## config.mk

```make
export PLATFORM = sky130hd
export DESIGN_NAME = pipe_skid_reg
export DESIGN_NICKNAME = d
export VERILOG_FILES = /design/src/rtl/pipe_pkg.sv /design/src/rtl/pipe_skid_reg.sv
export SDC_FILE = /design/constraint.sdc
export NUM_CORES = 1
export LEC_CHECK = 0
export ABC_CLOCK_PERIOD_IN_PS = 4400
export BUFFER_PORTS_ARGS = -buffer_cell sky130_fd_sc_hd__clkbuf_2
export CORE_MARGIN = 8
export CORE_UTILIZATION = 59
export CTS_CLUSTER_SIZE = 12
export DETAILED_ROUTE_END_ITERATION = 6
export PLACE_DENSITY = 0.91
export REMOVE_ABC_BUFFERS = 1
export SYNTH_ARGS = -nofsm -noshare
export SYNTH_HDL_FRONTEND = slang
export SYNTH_SLANG_ARGS = --single-unit
```

## constraint.sdc

```tcl
create_clock -name clk -period 4.4 [get_ports clk]
set_input_delay 0.44 -clock clk [delete_from_list [all_inputs] [get_ports clk]]
set_output_delay 0.44 -clock clk [all_outputs]
set_load 0.1 [all_outputs]
```

## src/rtl/pipe_pkg.sv

```systemverilog
// Shared pipeline definitions: MEM/WB field widths, skid-register state and
// helpers to pack/unpack the MEM/WB stage bundle.
package pipe_pkg;

    localparam int WB_W    = 2;
    localparam int WORD_W  = 32;
    localparam int REG_W   = 5;
    localparam int MEMWB_W = WB_W + WORD_W + WORD_W + REG_W + 1;

    // Encoding equals the number of held beats, so it doubles as occupancy.
    typedef enum logic [1:0] {
        EMPTY = 2'd0,
        ONE   = 2'd1,
        TWO   = 2'd2
    } state_t;

    typedef struct packed {
        logic [WB_W-1:0]   wb;
        logic [WORD_W-1:0] rd;
        logic [WORD_W-1:0] address;
        logic [REG_W-1:0]  wn;
        logic              jal;
    } memwb_t;

    function automatic logic [MEMWB_W-1:0] pack_memwb(input memwb_t f);
        return f;
    endfunction

    function automatic memwb_t unpack_memwb(input logic [MEMWB_W-1:0] bits);
        return memwb_t'(bits);
    endfunction

endpackage

```

## src/rtl/pipe_skid_reg.sv

```systemverilog
// Pipeline-stage register with valid/ready handshake and a two-entry skid
// buffer; in_ready comes from registered state and flush/rst only.
module pipe_skid_reg
    import pipe_pkg::*;
#(
    parameter int                 DATA_W     = MEMWB_W,
    parameter logic [DATA_W-1:0]  BUBBLE_VAL = '0
) (
    input  logic              clk,
    input  logic              rst,
    input  logic              in_valid,
    output logic              in_ready,
    input  logic [DATA_W-1:0] in_data,
    input  logic              flush,
    output logic              out_valid,
    input  logic              out_ready,
    output logic [DATA_W-1:0] out_data,
    output logic [1:0]        occupancy
);

    state_t            state_reg, state_next;
    logic [DATA_W-1:0] main_reg, main_next;
    logic [DATA_W-1:0] skid_reg, skid_next;
    logic              in_fire, out_fire;

    // Deliberately independent of out_ready to break the ready chain.
    assign in_ready  = (state_reg != TWO) & ~flush & ~rst;
    assign out_valid = (state_reg != EMPTY);
    assign out_data  = main_reg;
    assign occupancy = 2'(state_reg);

    assign in_fire  = in_valid & in_ready;
    assign out_fire = out_valid & out_ready;

    always_comb begin
        state_next = state_reg;
        main_next  = main_reg;
        skid_next  = skid_reg;
        if (flush) begin
            state_next = EMPTY;
            main_next  = BUBBLE_VAL;
            skid_next  = BUBBLE_VAL;
        end else begin
            case (state_reg)
                EMPTY: begin
                    if (in_fire) begin
                        state_next = ONE;
                        main_next  = in_data;
                    end
                end
                ONE: begin
                    if (in_fire && out_fire) begin
                        main_next = in_data;
                    end else if (in_fire) begin
                        state_next = TWO;
                        skid_next  = in_data;
                    end else if (out_fire) begin
                        state_next = EMPTY;
                        main_next  = BUBBLE_VAL;
                    end
                end
                TWO: begin
                    if (out_fire) begin
                        state_next = ONE;
                        main_next  = skid_reg;
                        skid_next  = BUBBLE_VAL;
                    end
                end
                default: begin
                    state_next = EMPTY;
                    main_next  = BUBBLE_VAL;
                    skid_next  = BUBBLE_VAL;
                end
            endcase
        end
    end

    always_ff @(posedge clk) begin
        if (rst) begin
            state_reg <= EMPTY;
            main_reg  <= BUBBLE_VAL;
            skid_reg  <= BUBBLE_VAL;
        end else begin
            state_reg <= state_next;
            main_reg  <= main_next;
            skid_reg  <= skid_next;
        end
    end

endmodule

```

# Yosys cells after proc, flatten, opt, wreduce, memory -nomap -nowiden
# Index checks and enable logic that the tools add are counted.
[op_classes] eq_ne=10 reduce_logical=7 bitwise_logic=7 n_mux=14
[ops] cell="72-bit 2-to-1 mux" count=6
[ops] cell="72-bit case mux with 3 select lines" count=2
[ops] cell="4-bit AND reduction" count=3
[ops] cell="2-bit 2-to-1 mux" count=5
[ops] cell="2-bit inequality test, second input constant" count=5
[ops] cell="3-bit inequality test, second input constant" count=3
[ops] cell="2-bit case mux with 3 select lines" count=1
[ops] cell="1-bit bitwise AND" count=4
[ops] cell="1-bit NOT" count=3
[ops] cell="2-bit by 1-bit equality test with 1-bit output, second input constant" count=1
[ops] cell="2-bit equality test, second input constant" count=1
[ops] cell="2-bit zero test" count=1
[ops] cell="2-bit nonzero test" count=1
[ops] cell="2-bit OR reduction" count=1
[ops] cell="1-bit logical AND" count=1
[totals] regBits=146 in_bits=77 word_cells=41 output_inout_bits=76

# Depth between registers and ports, before layout
[logic_depth] word_depth=7 mapped_depth=7 depth_no_buf=4

# Worst setup path after synthesis
# No wires, ideal clock.
[synth_timing] kind="register -> output" from="register state_reg[0] (netlist: occupancy[0])" to="output port in_ready" setup_slack_ps=1068 required_ps=3960 t_arrival_ps=2892 path_buffers=2 path_stages_with_launch=5 path_cell_list="dfxtp_1 clkbuf_1 clkbuf_1 nor2b_1 nor2_1"
[synth_via] elab_chain_cells=3
[synth_rtl] item="start, declared" line="pipe_skid_reg.sv:21" rtl="state_t state_reg, state_next;"
[synth_rtl] item="start signal, assigned" line="pipe_skid_reg.sv:84" rtl="state_reg <= state_next;"
[synth_rtl] item="2-bit inequality test" line="pipe_skid_reg.sv:27" rtl="assign in_ready = (state_reg != TWO) & ~flush & ~rst;"
[synth_rtl] item="1-bit bitwise AND (2 in a row)" line="pipe_skid_reg.sv:27"
[synth_rtl] item="end, declared" line="pipe_skid_reg.sv:12" rtl="output logic in_ready,"
# Every way passes these cells.

# Final worst setup path
[layout_timing] from="register state_reg[0] (netlist: occupancy[0])" to="output port out_valid"
[layout_via] elab_chain_cells=1
[layout_rtl] item="2-bit nonzero test" line="pipe_skid_reg.sv:28" rtl="assign out_valid = (state_reg != EMPTY);"
[layout_rtl] item="end, declared" line="pipe_skid_reg.sv:15" rtl="output logic out_valid,"
# Every way passes these cells.

==> qor.yml <==
sta:
  timing.final.setup_violations: 0
  setup_tns_ns: 0
  timing_max_transition_violations_final: 0
  worst_margin_pin_slew_ns: 1.25
  finalHoldWorstSlack_ns: 0.281
  finClkSkew_ns: 0.00536
  finalWorstSetupSlack_ns: 1.30
  setup_repair_after_global_routing_missed_its_margin: "no"
  layout_worst_path_cycle_share: 0.704
  maxSlewHeadroom: 0.169
  post-route-min-period_ns: 3.10
  fmaxAchievable_mhz: 323
  report.final.hold_viol_count: 0
synth:
  synthDominantAreaCellType: "dfxtp_1"
  yosys.area.top_type_share: 0.422
  synthTopCellsByArea: "dfxtp_1, mux2i_1, o32ai_1"
  netlist_area_sq_mm: 0.00693
  synth-seq-cells: 146
  ys.warnings.count: 0
  netlist-cell-type-count: 28
  synth_most_common_cell: "dfxtp_1"
  avgSynthCellArea_sq_um: 8.29
  dominantRegCellSynth: "dfxtp_1"
  synth_edf_count: 0
  synthCells: 836
  synth_common_cells: "dfxtp_1, nor2_1, inv_1, mux2i_1"
  asyncSetResetFlopFracSynth: 0
  synth_sequential_area_ratio: 0.422
detailed_routing:
  via_per_inst: 6.15
  dr.pass1.iters: 5
  drt_wl_total_mm: 19.4
  drt_drc_violations_left: 0
  drt.antenna.violating_nets: 0
  drt-initial-drc-count: 733
  detailroute.via_count: 6686
  avgRoutedWirePerCell_um: 17.9
layout:
  nets: 1008
  drive_above_1_share: 0.215
  final_util: 0.716
  fillers: 877
  syn2layout_area_growth_pct: 18.4
  antennaDiodeCount: 0
status:
  outcome: "complete, no violations"
cts:
  cts-buffers-inserted: 17
  numClockSinks: 146
  clock_insertion_delay_worst_skew_ns: 0.41
  ctsRootBufferMaster: "clkbuf_16"
  cts_tree: "yes"
  clkTransAtPathRegs_ns: 0.06
  cts-root-to-sink-buffers: 2
  postCtsHoldBufs: 0
  post_cts_resized: 0
  ctsHtreeMaxLevel: 4
  cts_setup_buffers: 0
die:
  die_area_sq_mm: 0.0155
  boundaryPins: 153
  initial_core_util: 0.605
  placementRows: 39
  die_height_um: 124
  core_region_area_sq_mm: 0.0115
  die_width_um: 124
job:
  drv.max_cap_violation_count: 0
critical_path:
  critical_path_cell_by_cell: "buf_4 > or2_2 > clkbuf_2"
  r2r_end: "out_data[67]"
  cp.required_ns: 3.96
  worst_r2r_path_depth: 5
  timing.critical_path.from_type: "flip-flop"
  critical_path_class: "flip-flop to output port"
  cp_max_fo: 53
  setup.reg_to_reg.worst_slack_ns: 1.44
  regToRegStartpoint: "occupancy[0]"
  critical_path_arrival_ns: 2.66
  worstSetupEndpointType: "output port"
  timing.critical_path.slowest_stage_cell: "dfxtp_2"
  worst_path_largest_cell_delay_ns: 1.07
power_and_ir_drop:
  total_power_uw: 3210
  power.ir.vdd_worst_mv: 0.355
  power.density_mw_per_mm2: 391
  power.static_leakage_uw: 0.00317
grt:
  grt_overflow: 0
  number_of_antenna_violations_at_the_first_check_in_global_routing: 0
  grt_pass1_wl_mm: 32.2
  groute.usage.overall: 0.243
  grt_max_degree: 145
  number_of_global_route_vias_before_repair: 6580
placed_design:
  portBuffers: 152
  dp_hpwl_mm: 11.5
  routabilityCongestion: 0.754
  place_ws_ns: 1.51
worst_hold_path:
  hold_start: "in_data[38]"
  whs_endpoint: "skid_reg[38]"
  min_path_type: "primary input to flip-flop"
  worstHoldPathCells: 3
critical path: cells and delay by family, from the launching register on:
family | cells | cell delay, ns
buf+inv | 2 | 0.96
flops | 1 | 1.07
simple gates | 1 | 0.19
report_power, final:
part           internal (uW)  switching, uW
logic                    109            292
registers               1340           19.2
clock network            930            519
total                   2380            830
layout make-up:
class	instances	area (sq um)	share of cell area
inverter	73	274	0.0334
tap	143	179	0.0218
timing repair buffer	164	863	0.105
multi-input combinational	529	3350	0.409
clock inverter	2	35.0	0.00427
sequential	146	2930	0.357
clock buffer	30	574	0.0700
placed cells by master (no fill, tap or decap), types with 2 or more instances in the layout:
| cell | count |
|---|---|
| nor2_1 | 77 |
| nand2_1 | 72 |
| clkbuf_1 | 3 |
| nor2_4 | 2 |
| buf_4 | 11 |
| a21oi_1 | 2 |
| mux2i_1 | 73 |
| nand3_1 | 72 |
| clkbuf_2 | 152 |
| inv_1 | 73 |
| o32ai_1 | 72 |
| o21ai_0 | 72 |
| clkbuf_16 | 17 |
| a22oi_1 | 72 |
| clkbuf_8 | 10 |
| nand3b_1 | 2 |
| dfxtp_1 | 144 |
| or2_2 | 2 |
stage by stage:
step                      instances  cell area [sq um]
after floorplan                 748               6510
after global placement         1055               7600
after detailed placement       1055               7600
after CTS                      1087               8210
after global routing           1087               8210
final                          1087               8210
worst max path at each step:
stage	start	to	slack, ns	cells past startpoint
floorplan	occupancy[1]	skid_reg[0]	-5.37	3
global placement	occupancy[0]	out_data[1]	1.60	5
detailed placement	occupancy[0]	out_data[67]	1.51	5
CTS	occupancy[0]	out_valid	1.33	3
global route	occupancy[0]	out_valid	1.23	3
finish	occupancy[0]	out_valid	1.30	3
logic make-up (layout without fill, tap and decap cells):
group,count (synthesis),after routing,synth area share
simple gates,234,234,0.145
buf+inv,161,269,0.100
mux,73,73,0.105
flops,146,146,0.422
compound gates,222,222,0.228
per-layer routing:
| metal | global-route usage | part of all wire | routed length [um] | vias to the layer above |
|---|---|---|---|---|
| met5 | 0 | 0 | 0 | - |
| met4 | 0.112 | 0.022 | 435 | 0 |
| met3 | 0.0570 | 0.071 | 1380 | 32 |
| met2 | 0.400 | 0.49 | 9510 | 285 |
| met1 | 0.293 | 0.42 | 8120 | 3193 |
| li1 | - | - | - | 3176 |
No activity file was read; power rests on OpenSTA's default activity.
